<file path="src/rtl/pipe_pkg.sv">
// rtl/pipe_pkg.sv - shared widths and per-stage control layouts for pipe_stage_reg
package pipe_pkg;

    localparam int PIPE_CTRL_W_DEFAULT = 16;
    localparam int PIPE_CNT_W_DEFAULT  = 32;

    typedef struct packed {
        logic [3:0] alu_op;
        logic [1:0] src_a_sel;
        logic [1:0] src_b_sel;
        logic       branch;
        logic       jump;
        logic       mem_read;
        logic       mem_write;
        logic       reg_write;
        logic [2:0] wb_sel;
    } ctrl_ex_t;

    typedef struct packed {
        logic       mem_read;
        logic       mem_write;
        logic [2:0] size;
        logic       sign_ext;
        logic       reg_write;
        logic [2:0] wb_sel;
        logic [4:0] rd;
    } ctrl_mem_t;

    typedef struct packed {
        logic       reg_write;
        logic [1:0] wb_sel;
        logic [4:0] rd;
    } ctrl_wb_t;

endpackage

</file>
<file path="src/rtl/pipe_slot.sv">
// rtl/pipe_slot.sv - single valid+ctrl+data storage slot of a pipeline stage
module pipe_slot
    import pipe_pkg::*;
#(
    parameter int CTRL_W     = PIPE_CTRL_W_DEFAULT,
    parameter int DATA_W     = 128,
    parameter int CLEAR_DATA = 0
) (
    input  logic              clk,
    input  logic              rstn,
    input  logic              flush,
    input  logic              load,
    input  logic              empty,
    input  logic [CTRL_W-1:0] in_ctrl,
    input  logic [DATA_W-1:0] in_data,
    output logic              valid,
    output logic [CTRL_W-1:0] ctrl,
    output logic [DATA_W-1:0] data
);

    always_ff @(posedge clk or negedge rstn) begin
        if (!rstn) begin
            valid <= 1'b0;
            ctrl  <= '0;
            data  <= '0;
        end else if (flush) begin
            // Data is left alone unless asked, so a squash does not toggle the wide field
            valid <= 1'b0;
            ctrl  <= '0;
            if (CLEAR_DATA != 0) data <= '0;
        end else if (load) begin
            valid <= 1'b1;
            ctrl  <= in_ctrl;
            data  <= in_data;
        end else if (empty) begin
            valid <= 1'b0;
        end
    end

endmodule

</file>
<file path="src/rtl/pipe_stage_reg.sv">
// rtl/pipe_stage_reg.sv - elastic inter-stage register with optional skid slot, flush and stall counter
module pipe_stage_reg
    import pipe_pkg::*;
#(
    parameter int CTRL_W     = PIPE_CTRL_W_DEFAULT,
    parameter int DATA_W     = 128,
    parameter int SKID       = 1,
    parameter int CLEAR_DATA = 0,
    parameter int CNT_W      = PIPE_CNT_W_DEFAULT
) (
    input  logic              clk,
    input  logic              rstn,
    input  logic              flush,
    input  logic              in_valid,
    output logic              in_ready,
    input  logic [CTRL_W-1:0] in_ctrl,
    input  logic [DATA_W-1:0] in_data,
    output logic              out_valid,
    input  logic              out_ready,
    output logic [CTRL_W-1:0] out_ctrl,
    output logic [DATA_W-1:0] out_data,
    output logic [CNT_W-1:0]  stall_cnt,
    input  logic              stall_clr
);

    logic              accept;
    logic              issue;
    logic              m_valid;
    logic [CTRL_W-1:0] m_ctrl;
    logic [DATA_W-1:0] m_data;
    logic              m_load;
    logic              m_empty;
    logic [CTRL_W-1:0] m_ctrl_in;
    logic [DATA_W-1:0] m_data_in;
    logic              s_valid;
    logic [CTRL_W-1:0] s_ctrl;
    logic [DATA_W-1:0] s_data;

    always_comb begin
        accept    = in_valid & in_ready;
        issue     = m_valid & out_ready;
        m_load    = issue ? (s_valid | accept) : (accept & ~m_valid);
        m_empty   = issue & ~m_load;
        // The skid entry is older than anything arriving now, so it refills the head first
        m_ctrl_in = (issue & s_valid) ? s_ctrl : in_ctrl;
        m_data_in = (issue & s_valid) ? s_data : in_data;
    end

    pipe_slot #(
        .CTRL_W     (CTRL_W),
        .DATA_W     (DATA_W),
        .CLEAR_DATA (CLEAR_DATA)
    ) u_main (
        .clk     (clk),
        .rstn    (rstn),
        .flush   (flush),
        .load    (m_load),
        .empty   (m_empty),
        .in_ctrl (m_ctrl_in),
        .in_data (m_data_in),
        .valid   (m_valid),
        .ctrl    (m_ctrl),
        .data    (m_data)
    );

    generate
        if (SKID != 0) begin : g_skid
            logic s_load;
            logic s_empty;

            assign s_load  = ~issue & accept & m_valid;
            assign s_empty = issue & s_valid;
            // Taken straight from the skid flop: no path from out_ready to in_ready
            assign in_ready = ~s_valid;

            pipe_slot #(
                .CTRL_W     (CTRL_W),
                .DATA_W     (DATA_W),
                .CLEAR_DATA (CLEAR_DATA)
            ) u_skid (
                .clk     (clk),
                .rstn    (rstn),
                .flush   (flush),
                .load    (s_load),
                .empty   (s_empty),
                .in_ctrl (in_ctrl),
                .in_data (in_data),
                .valid   (s_valid),
                .ctrl    (s_ctrl),
                .data    (s_data)
            );
        end else begin : g_noskid
            assign s_valid  = 1'b0;
            assign s_ctrl   = '0;
            assign s_data   = '0;
            assign in_ready = ~m_valid | out_ready;
        end
    endgenerate

    assign out_valid = m_valid;
    assign out_ctrl  = m_ctrl & {CTRL_W{m_valid}};
    assign out_data  = m_data;

    always_ff @(posedge clk or negedge rstn) begin
        if (!rstn) begin
            stall_cnt <= '0;
        end else if (stall_clr) begin
            stall_cnt <= '0;
        end else if (m_valid && !out_ready && !(&stall_cnt)) begin
            stall_cnt <= stall_cnt + CNT_W'(1);
        end
    end

endmodule
</file>
<file path="config.mk">
export PLATFORM = sky130hd
export DESIGN_NAME = pipe_stage_reg
export DESIGN_NICKNAME = d
export VERILOG_FILES = /design/src/rtl/pipe_pkg.sv /design/src/rtl/pipe_slot.sv /design/src/rtl/pipe_stage_reg.sv
export SDC_FILE = /design/constraint.sdc
export NUM_CORES = 1
export LEC_CHECK = 0
export BUFFER_PORTS_ARGS = -buffer_cell sky130_fd_sc_hd__buf_2
export CAP_MARGIN = 20
export CORE_MARGIN = 2
export CORE_UTILIZATION = 54
export CTS_CLUSTER_DIAMETER = 200
export CTS_CLUSTER_SIZE = 25
export DETAILED_ROUTE_END_ITERATION = 7
export GPL_ROUTABILITY_DRIVEN = 0
export HOLD_SLACK_MARGIN = 0.1
export PLACE_DENSITY = 0.79
export SETUP_SLACK_MARGIN = 0.5
export SLEW_MARGIN = 5
export SYNTH_ARGS = -nofsm -noshare
export SYNTH_HDL_FRONTEND = slang
export SYNTH_SLANG_ARGS = --single-unit
</file>
<file path="constraint.sdc">
create_clock -name clk -period 3.2 [get_ports clk]
set_clock_uncertainty 0.15 [all_clocks]
set_input_delay 0.16 -clock clk [delete_from_list [all_inputs] [get_ports clk]]
set_output_delay 0.16 -clock clk [all_outputs]
set_load 0.005 [all_outputs]
</file>
# Yosys cells after proc, flatten, opt, wreduce, memory -nomap -nowiden
# Index checks and enable logic that the tools add are counted.
[op_classes]
n_mul = 0
n_shift = 0
div_mod_pow = 0
n_lt_le_gt_ge = 0
bitwise_logic = 14
eq_ne = 0
addsub = 1
reduce_logical = 12
muxes = 15
[ops]
columns = ["op", "n"]
rows = [
  ["$mux W128", 1],
  ["$mux W16", 5],
  ["$mux W32", 2],
  ["$add A32 B1 Y32 const B", 1],
  ["$reduce_and A32 Y1", 1],
  ["$and A16 B16 Y16", 1],
  ["$and A1 B1 Y1", 7],
  ["$mux W1", 7],
  ["$reduce_bool A2 Y1", 3],
  ["$reduce_bool A3 Y1", 2],
  ["$not A1 Y1", 5],
  ["$reduce_and A2 Y1", 2],
  ["$logic_and A1 B1 Y1", 2],
  ["$logic_not A1 Y1", 2],
  ["$or A1 B1 Y1", 1],
]
[word_totals]
n_memories = 0
ram_bits = 0
output_inout_bits = 178
latch_bits = 0
rom_bits = 0
wordCells = 49
register_bits = 322

# Depth between registers and ports, before layout
# Gate-level depths: netlist of the first run.
[depth]
ltp_word = 9
mapped_depth = 8
ltp_nobuf = 6

# Modules after synthesis
# A second synthesis of the first run with hierarchy kept.
[unflattened]
hier_cells = 1043
hier_area_um2 = 14704.1
[modules_own_cells]
columns = ["mod", "cells_each", "area_each_um2", "n_inst"]
rows = [
  ["pipe_slot", 327, 5501.5, 2],
  ["pipe_stage_reg", 389, 3701.0, 1],
]

# Least setup slack after synthesis of the first run
# OpenSTA, ideal clock, no wires.
[synth_timing]
kind = "reg-to-reg"
from = "reg stall_cnt[16]"
to = "reg stall_cnt[5]"
required_ns = 2.925
stages_incl_launch_ff = 7
setup_ns = 0.125
slack_ns = 0.867
arrival_time_ns = 2.058
n_path_buf = 1
period_less_slack_ns = 2.333
cell_sequence = "dfrtp_1 nand4_2 or4_4 nor4_4 buf_6 nor4_1 mux2_4"
[synth_via]
elab_chain_len = 4
[synth_lines]
columns = ["item", "line", "source"]
rows = [
  ["from (decl)", "pipe_stage_reg.sv:22", "output logic [CNT_W-1:0] stall_cnt,"],
  ["from (signal assigned)", "pipe_stage_reg.sv:110", "stall_cnt <= stall_cnt + CNT_W'(1);"],
  ["$reduce_and A32 Y1", "pipe_stage_reg.sv:109", "end else if (m_valid && !out_ready && !(&stall_cnt)) begin"],
  ["$logic_not A1 Y1", "pipe_stage_reg.sv:109", ""],
  ["$logic_and A1 B1 Y1", "pipe_stage_reg.sv:109", ""],
  ["$reduce_bool A2 Y1 (no source line)", "--", ""],
]
# Every way passes these cells.
# A chain may end at the register's enable or synchronous reset.

# Final worst setup path of the first run
[layout_timing]
from = "reg stall_cnt[0]"
to = "reg stall_cnt[30]"
[layout_via]
elab_chain_len = 4
word_cells_on_any_way = 7
classes_between = "1 x add/sub; 2 x mux; 4 x reduce/logical"
[layout_lines]
columns = ["item"]
rows = [
  ["parallel branches: the longest is 4 deep, another holds $add A32 B1 Y32"],
]
# Several ways; the timed one is not identified. The select of a mux whose other input is x is not followed.

==> results of run 1 <==
kinds of logic after synthesis:
group / after synthesis
muxes: 277
buffers and inverters: 84
AOI/OAI and AO/OA: 219
xor gates and xnor gates: 1
adders and majority gates: 1
DFF: 322
and+or+nand+nor: 265
cell usage after synthesis, types with 2 or more instances:
master,number,share of area
a21oi_1,27,0.0098
a22o_1,16,0.010
and2_1,16,0.0072
buf_1,4,0.0011
buf_2,11,0.0040
buf_6,2,0.0016
clkbuf_1,59,0.016
clkbuf_2,2,0.00072
dfrtp_1,322,0.58
inv_1,6,0.0016
mux2_2,128,0.10
mux2_4,4,0.0043
mux2i_1,145,0.10
nand2_1,157,0.043
nand2b_1,2,0.00090
nand3_1,15,0.0054
nand4_1,12,0.0054
nor2_1,11,0.0030
nor2b_1,5,0.0023
nor3_1,4,0.0014
nor4_1,6,0.0027
o21ai_0,161,0.058
o31ai_1,9,0.0049
or3_1,16,0.0072
or4_1,10,0.0054
or4_4,2,0.0016
state kept, by name, summed over array words and instances, names as in the netlist:
name and count:
g_skid.u_skid.data 128, g_skid.u_skid.valid 1, stall_cnt 32, g_skid.u_skid.ctrl 16, u_main.valid 1, u_main.ctrl 16, u_main.data 128
path summary, 6_finish.rpt:
path / endpoint / slack (ns) / startpoint
min in group clk: g_skid.u_skid.ctrl[9] / 0.23 / in_valid
max in group asynchronous: g_skid.u_skid.data[127] / 1.90 / rstn
max reg2reg: stall_cnt[30] / 0.74 / stall_cnt[0]
min: stall_cnt[9] / 0.11 / rstn
min reg2reg: u_main.data[40] / 0.33 / u_main.data[40]
max: stall_cnt[30] / 0.74 / stall_cnt[0]
routing by layer:
| layer | part of all wire | routed length (um) |
|---|---|---|
| met3 | 0.068 | 2440 |
| met5 | 0.00036 | 13 |
| met4 | 0.037 | 1340 |
| met2 | 0.50 | 18000 |
| met1 | 0.40 | 14200 |
final cells by class:
type / count / area (um2) / share of cell area
sequential: 322 / 8060 / 0.451
multi-input combinational: 763 / 5490 / 0.307
timing repair buffer: 501 / 3450 / 0.193
clock buffer: 17 / 425 / 0.0238
tap: 330 / 413 / 0.0231
inverter: 6 / 22.5 / 0.00126
antenna: 3 / 7.51 / 0.000420
clock inverter: 1 / 5.00 / 0.000280
worst max-delay path: stages, from the launching register on:
cell and delay (ns):
dfrtp_1 0.47, ha_1 0.22, nand4_1 0.13, or3_4 0.39, or4_4 0.54, or3_1 0.32, a21oi_1 0.16
timing repair:
item,4_1_cts,5_1_grt
setup endpoints to repair,0,5
gates resized for setup,0,2
hold buffers,149,0
hold endpoints to repair,514,0
setup buffers,0,2
power by group:
group          internal [mW]  switching [mW]
registers               4.81           0.398
clock network          0.958            1.27
logic                  0.904           0.766
total                   6.67            2.44
metrics by stage:
stage               utilization  setup WS (ns)
floorplan                     -          0.867
global placement          0.632          0.648
detailed placement        0.632          0.552
CTS                       0.709          0.528
global route              0.710          0.543
finish                    0.710          0.737
==> run metrics, run 1 <==
status=finished, final reports clean; Netlist cell types=43; number of max-cap violations=0; worst-case reg-to-reg path depth=6; DRC Markers=0; Hold Path Class=primary input to asynchronous set/reset pin; Post-synth EDFFs=0; Peak VDD IR=459 uV; CTS tree=built; DP Cell Count=1771; Area Overhead vs Synth=29.0%; pwr dens=509 nW/um2; yosys warns=0; Finished Layout Cells=1943; ys async rst share=1.00; Finished Cell Area=17900 um2; Slew Limit Fails=0; Slew headroom=0.351; syn avg cell area=11.9 um2; post-route setup TNS=0 ns; worst hold-check slack=0.109 ns; Fillers=1668; post-detailed-route count of antenna-violating nets=0; Clk Latency, worst-skew pair=0.50 ns; Vias=10900; Seq/Total Area, Yosys=0.581; Final Hold Fails=0; Syn Inst Count=1169; Final nets=1761; Synth Flop Type=dfrtp_1; CP Capture Type=flip-flop; synthesized flop and latch total=322; most common cell after layout, fill and taps aside=buf_2; CTS Buf Count=16; die footprint=27000 um2; Synth Area in Compound Gates=0.0865; vias per std cell=5.61; met1 Usage GRT=0.327; most frequent cells in the layout=buf_2, dfrtp_1, o21ai_0, nand2_1, dlygate4sd3_1; IO Pins=328; XOR/XNOR share of the synthesized area=0.000632; pin count of the biggest net entering global routing=88; grt ovf=0; initial antenna violation count=3; CP Class=flip-flop to flip-flop; Routed WL=36000 um; leak pwr=9.36 nW; Fmax=406 MHz; combinational family with the most area after synthesis=multiplexers; DP Wirelength=22000 um; Port-buffer cells=327; post-synth design cell area=13900 um2; Chip Width=164 um; simple-gate portion of the synthesized area=0.0925; first-pass GRT wire length=57500 um; deepest clock path buffer count=3; Critical Path RT=3.48 ns; Initial Util=0.550; Final Critical Period=2.46 ns; post-synthesis mux area share=0.213; Row Count=58; Clock Tree Root=clkbuf_16; share of cells above drive strength 1=0.320; Worst Path Arrival=2.74 ns; critical path fanouts, max=8; Initial DRC Count=716; Placed Area=15900 um2; busiest grt layer=met2; met2 GRT Util=0.454; Startpoint Class=flip-flop; H-tree Lvls=1; Slew @ Worst Pin=0.971 ns; TritonRoute pass-1 iters=5; clock-pin slew on the worst setup and hold paths=0.10 ns; vias in the first global route=11400; Tcrit/Tclk final=0.770; Post-Synth Adder-Cell Area=0.000903; GRT Total Usage=0.263; Avg WL per Cell=18.5 um; final setup vio count=0; die boundary height=164 um; RSZ-0062 raised after global routing=no; total power=9.11 mW; Syn Nets=1320; clk sinks=322; CORE AREA=25200 um2; GR Layer Usage met3=0.0576
(Power assumes the default switching activity.)
==> run 2: changes to the inputs <==
--- a/config.mk
+++ b/config.mk
@@ -8,13 +8,13 @@
 export BUFFER_PORTS_ARGS = -buffer_cell sky130_fd_sc_hd__buf_2
 export CAP_MARGIN = 20
 export CORE_MARGIN = 2
-export CORE_UTILIZATION = 54
+export CORE_UTILIZATION = 49
 export CTS_CLUSTER_DIAMETER = 200
 export CTS_CLUSTER_SIZE = 25
 export DETAILED_ROUTE_END_ITERATION = 7
 export GPL_ROUTABILITY_DRIVEN = 0
 export HOLD_SLACK_MARGIN = 0.1
-export PLACE_DENSITY = 0.79
+export PLACE_DENSITY = 0.76
 export SETUP_SLACK_MARGIN = 0.5
 export SLEW_MARGIN = 5
 export SYNTH_ARGS = -nofsm -noshare
==> constraint.sdc (replaced) <==
create_clock -name clk -period 2.03 [get_ports clk]
set_clock_uncertainty 0.15 [all_clocks]
set_input_delay 0.1015 -clock clk [delete_from_list [all_inputs] [get_ports clk]]
set_output_delay 0.1015 -clock clk [all_outputs]
set_load 0.005 [all_outputs]
==> run 2 against run 1 <==
Effect of this change: the flow now finishes with violations (hold timing, setup timing); critical endpoint is now stall_cnt[23]; cell count is 12% higher; global-route usage is 7.1 points higher; die area is 9.9% higher; sequential power is 67% higher; highest routed layer unchanged; worst hold slack worse by 0.14 ns; largest power group unchanged.
==> run metrics, run 2 (synthesis gave the netlist of run 1 again) <==
most common cell after layout, fill and taps aside=buf_2; Avg WL per Cell=26.5 um; Clk Latency, worst-skew pair=0.52 ns; pre-CTS WS=-0.182 ns; Worst Slack Setup Final=-0.193 ns; CTS Hold Buffers Added=149; Tcrit/Tclk final=1.10; leak pwr=11.8 nW; number of max-cap violations=0; RSZ-0062 raised after global routing=yes; Chip Width=172 um; Slew Limit Fails=0; Slew headroom=0.644; DP Wirelength=23900 um; DP Cell Count=1893; final setup vio count=36; pwr dens=734 nW/um2; Area Overhead vs Synth=67.3%; GRT Total Usage=0.334; Finished Layout Cells=2179; status=finished, violations left; Hold Path Class=primary input to asynchronous set/reset pin; CP Class=flip-flop to flip-flop; Worst Path Arrival=2.50 ns; Initial Util=0.499; deepest clock path buffer count=3; share of cells above drive strength 1=0.537; vias per std cell=6.05; Port-buffer cells=327; failing checks=hold timing, setup timing; TritonRoute pass-1 iters=5; Peak VDD IR=736 uV; CTS tree=built; post-detailed-route count of antenna-violating nets=0; initial antenna violation count=3; clock-pin slew on the worst setup and hold paths=0.10 ns; Critical Path RT=2.31 ns; cell internal pwr=11.7 mW; Final Critical Period=2.22 ns; vias in the first global route=13500; NetSw=5.28 mW; CTS Buf Count=16; IO Pins=328; clk sinks=322; critical path fanouts, max=11; Startpoint Class=flip-flop; Final nets=1949; switching share of power=0.310; Fillers=1315; DRC Markers=0; pin count of the biggest net entering global routing=63; clock share of power=0.214; worst hold-check slack=-0.0280 ns; H-tree Lvls=1; Clock Tree Root=clkbuf_16; Routed WL=57900 um; Seq pwr share=0.512; Vias=13200; Slew @ Worst Pin=0.534 ns; first-pass GRT wire length=76100 um; CP Capture Type=flip-flop; CORE AREA=27800 um2; power share of the combinational group=0.274; die boundary height=172 um; Row Count=61; Final Hold Fails=16; most frequent cells in the layout=buf_2, dfrtp_1, dlygate4sd3_1, mux2i_1, mux2_4; Initial DRC Count=1139; Fmax=450 MHz; biggest regs=g_skid.u_skid.data (128), u_main.data (128), stall_cnt (32); grt ovf=0; R2R Setup Slk=-0.19 ns; die footprint=29600 um2
[run 2: cell count changes in the layout (fill, tap and decap cells not counted), moves of 24 or more]
cell / change
mux2_4: +128
o21ai_2: +103
nand2_1: -124
buf_12: +31
buf_16: +54
o21ai_1: +33
nand2_4: +95
nand2_2: +25
buf_6: +24
o21ai_0: -151
buf_4: +61
mux2_2: -128
[run 2: stage by stage]
| stage | TNS, ns | instance area [um2] | total power [mW] | utilization | hold WS [ns] |
|---|---|---|---|---|---|
| 4_1_cts | -2.79 | 21500 | 15.6 | 0.775 | -0.0128 |
| 3_5_place_dp | -2.24 | 17300 | 11.2 | 0.622 | -0.0681 |
| 5_1_grt | -7.48 | 23200 | 17.6 | 0.834 | 0.00237 |
| 6_report | -3.96 | 23200 | 17.0 | 0.835 | -0.0280 |
| 2_1_floorplan | -4.45 | 14900 | 9.95 | - | -0.344 |
| 3_3_place_gp | -1.30 | 17300 | 11.1 | 0.622 | -0.0658 |
[run 2: power groups by stage]
stage,combinational (mW),clock [mW],sequential [mW]
after CTS,3.71,3.64,8.28
final,4.67,3.64,8.71
after floorplan,1.70,0,8.25
after detailed placement,2.88,0,8.34
after global routing,4.91,3.88,8.78
after global placement,2.78,0,8.27
[run 2: final timing paths]
path / startpoint / end / depth (start not counted)
setup / recovery: stall_cnt[0] / stall_cnt[23] / 8
hold / removal: rstn / u_main.data[85] / 2
setup reg to reg: stall_cnt[0] / stall_cnt[23] / 8
hold reg to reg: u_main.ctrl[3] / u_main.ctrl[3] / 2
max in group asynchronous: rstn / stall_cnt[24] / 3
min in group clk: out_ready / stall_cnt[0] / 5
[run 2: repair_timing]
action | CTS | global route
setup buffers | 48 | 12
endpoints found under the setup margin | 334 | 340
gates cloned | 44 | 12
endpoints found under the hold margin | 641 | 46
pin swaps | 52 | 73
gates resized for setup | 217 | 351
[run 2: final cells by class]
| type | instances | area, um2 | share of cell area |
|---|---|---|---|
| Sequential cell | 322 | 8060 | 0.348 |
| Multi-Input combinational cell | 763 | 7520 | 0.324 |
| Timing Repair Buffer | 689 | 6670 | 0.288 |
| Tap cell | 378 | 473 | 0.0204 |
| Clock buffer | 17 | 425 | 0.0183 |
| Inverter | 6 | 25.0 | 0.00108 |
| Antenna cell | 3 | 7.51 | 0.000324 |
| Clock inverter | 1 | 5.00 | 0.000216 |
[run 2: per-layer routing]
layer,global-route usage,up-vias,wire length [um]
met5,0,-,13
met4,0.164,2,3290
li1,-,5420,-
met3,0.0842,278,4960
met2,0.564,842,29000
met1,0.400,6631,20600
[run 2: critical path: stages (launching register included)]
cell and delay (ns):
dfrtp_1 0.37, ha_2 0.18, nand4_1 0.10, or3_4 0.44
nor4_4 0.31, buf_12 0.18, buf_12 0.13, o31ai_1 0.09
a21oi_1 0.19
==> run 3: changes to the inputs <==
--- a/config.mk
+++ b/config.mk
@@ -8,13 +8,14 @@
 export BUFFER_PORTS_ARGS = -buffer_cell sky130_fd_sc_hd__buf_2
 export CAP_MARGIN = 20
 export CORE_MARGIN = 2
-export CORE_UTILIZATION = 49
+export CORE_UTILIZATION = 58
 export CTS_CLUSTER_DIAMETER = 200
 export CTS_CLUSTER_SIZE = 25
 export DETAILED_ROUTE_END_ITERATION = 7
 export GPL_ROUTABILITY_DRIVEN = 0
 export HOLD_SLACK_MARGIN = 0.1
-export PLACE_DENSITY = 0.76
+export MAX_ROUTING_LAYER = met4
+export PLACE_DENSITY = 0.84
 export SETUP_SLACK_MARGIN = 0.5
 export SLEW_MARGIN = 5
 export SYNTH_ARGS = -nofsm -noshare
==> constraint.sdc (replaced) <==
create_clock -name clk -period 2.8 [get_ports clk]
set_clock_uncertainty 0.15 [all_clocks]
set_input_delay 0.14 -clock clk [delete_from_list [all_inputs] [get_ports clk]]
set_output_delay 0.14 -clock clk [all_outputs]
set_load 0.005 [all_outputs]
==> run 3 against run 2 <==
Effect of this change: the run now ends clean; non-clock buffer count fell by 177; sequential share of layout area rose by 10 points; global-route usage fell by 4.1 points; register-to-register slack improved by 0.67 ns; first-iteration DRC count fell by 30%; via count fell by 17%; combinational power fell by 58%; routed wire length fell by 36%; critical path depth fell by 2; cell area fell by 22%; utilization fell by 6.7 points; worst hold slack improved by 0.30 ns; critical path type unchanged.
==> run metrics, run 3 (synthesis gave the netlist of run 1 again) <==
status=finished, final reports clean; TritonRoute pass-1 iters=4; Hold Path Class=primary input to flip-flop; Register Area=8060 um2; Port-buffer cells=327; clk sinks=322; RSZ-0062 raised after global routing=yes; Initial DRC Count=801; Peak VDD IR=482 uV; Worst Slack Setup Final=0.474 ns; Tcrit/Tclk final=0.831; Routed WL=36800 um; Critical Path RT=3.08 ns; DP Wirelength=21900 um; CORE AREA=23500 um2; Buf+Inv Stages, Crit Path=0; Vias=11000; leak pwr=9.43 nW; first-pass GRT wire length=57200 um; die footprint=25100 um2; vias per std cell=5.66; Startpoint Class=flip-flop; Final nets=1773; Clk Latency, worst-skew pair=0.50 ns; Slew @ Worst Pin=0.650 ns; CP Capture Type=flip-flop; pre-CTS WS=0.340 ns; pin count of the biggest net entering global routing=75; CP Class=flip-flop to flip-flop; Final Critical Period=2.33 ns; Slew headroom=0.567; final setup vio count=0; Row Count=56; CTS Buf Count=16; Slew Limit Fails=0; GRT Total Usage=0.293; Chip Width=159 um; area of the multi-input gates=5530 um2; DP Cell Count=1762; biggest regs=g_skid.u_skid.data (128), u_main.data (128), stall_cnt (32); H-tree Lvls=1; IO Pins=328; CTS tree=built; crit path max-delay cell type=or4_4; clock-pin slew on the worst setup and hold paths=0.11 ns; Fillers=1404; Final Util=0.767; Finished Layout Cells=1943; Worst Path Arrival=2.61 ns; worst-case reg-to-reg path depth=6; worst path cell trace=ha_1 -> nand4_1 -> or3_4 -> or4_4 -> or3_1 -> a21oi_1; critical path fanouts, max=4; Avg WL per Cell=18.9 um; Worst path depth=6; Hold Path Depth=3; number of max-cap violations=0; initial antenna violation count=1; post-detailed-route count of antenna-violating nets=0; Fmax=430 MHz; Final Hold Fails=0; DRC Markers=0; deepest clock path buffer count=3; die boundary height=159 um; Initial Util=0.590; critical path's top delay family=simple AND/OR/NAND/NOR gates; vias in the first global route=11400; Area Overhead vs Synth=30.0%; post-route setup TNS=0 ns; CP peak stage delay=0.54 ns; pwr dens=579 nW/um2; worst hold-check slack=0.271 ns; Clock Tree Root=clkbuf_16; most frequent cells in the layout=buf_2, dfrtp_1, o21ai_0, nand2_1, dlygate4sd3_1; most common cell after layout, fill and taps aside=buf_2; grt ovf=0; share of cells above drive strength 1=0.328
run 3: cell types whose count changed in the layout (fill, tap and decap cells not counted), moves of 54 or more:
cell / delta
o21ai_0: +151
mux2_2: +128
mux2_4: -128
nand2_1: +124
o21ai_2: -103
nand2_4: -95
buf_4: -55
buf_16: -54
run 3: final timing paths:
| kind | start | endpoint | slack (ns) |
|---|---|---|---|
| max | stall_cnt[0] | stall_cnt[30] | 0.47 |
| max reg2reg | stall_cnt[0] | stall_cnt[30] | 0.47 |
| min reg2reg | u_main.data[54] | u_main.data[54] | 0.33 |
| max in group asynchronous | rstn | u_main.data[49] | 1.08 |
| min | in_data[101] | g_skid.u_skid.data[101] | 0.27 |
| min in group asynchronous | rstn | stall_cnt[11] | 0.59 |
run 3: what timing repair did:
item,in CTS,in global routing
hold endpoints to repair,639,0
pin swaps,0,1
hold buffers,151,0
gates resized for setup,6,9
cloned,0,1
buffers inserted,4,5
setup endpoints to repair,24,86
run 3: power breakdown:
| part | leakage, nW | total, mW | switching [mW] | internal, mW |
|---|---|---|---|---|
| clock | 0.213 | 2.53 | 1.43 | 1.09 |
| sequential | 4.05 | 5.95 | 0.459 | 5.49 |
| combinational | 5.17 | 1.95 | 0.907 | 1.04 |
| total | 9.43 | 10.4 | 2.80 | 7.63 |
run 3: final cells by class:
| cell class | count | area share |
|---|---|---|
| Sequential cell | 322 | 0.448 |
| Multi-Input combinational cell | 764 | 0.307 |
| Timing Repair Buffer | 512 | 0.198 |
| Clock buffer | 17 | 0.0236 |
| Tap cell | 319 | 0.0222 |
| Inverter | 6 | 0.00125 |
| Clock inverter | 1 | 0.000278 |
| Antenna cell | 2 | 0.000278 |
run 3: through the flow:
stage               area (um2)  power (mW)
floorplan                13900        6.83
global placement         15900        7.58
detailed placement       15900        7.73
CTS                      17900        10.4
global route             18000        10.9
finish                   18000        10.4
run 3: worst reg2reg max path, stage by stage, from the launching register on:
cell and delay, ns:
dfrtp_2 0.38, ha_1 0.19, nand4_1 0.13, or3_4 0.39
or4_4 0.54, or3_1 0.33, a21oi_1 0.14
run 3: per-layer routing:
layer / vias to the layer above / GRT usage / routed length [um]
li1: 5019 / - / -
met4: 0 / 0.102 / 1450
met2: 391 / 0.502 / 18700
met5: - / - / 0
met3: 98 / 0.0512 / 2170
met1: 5484 / 0.352 / 14500
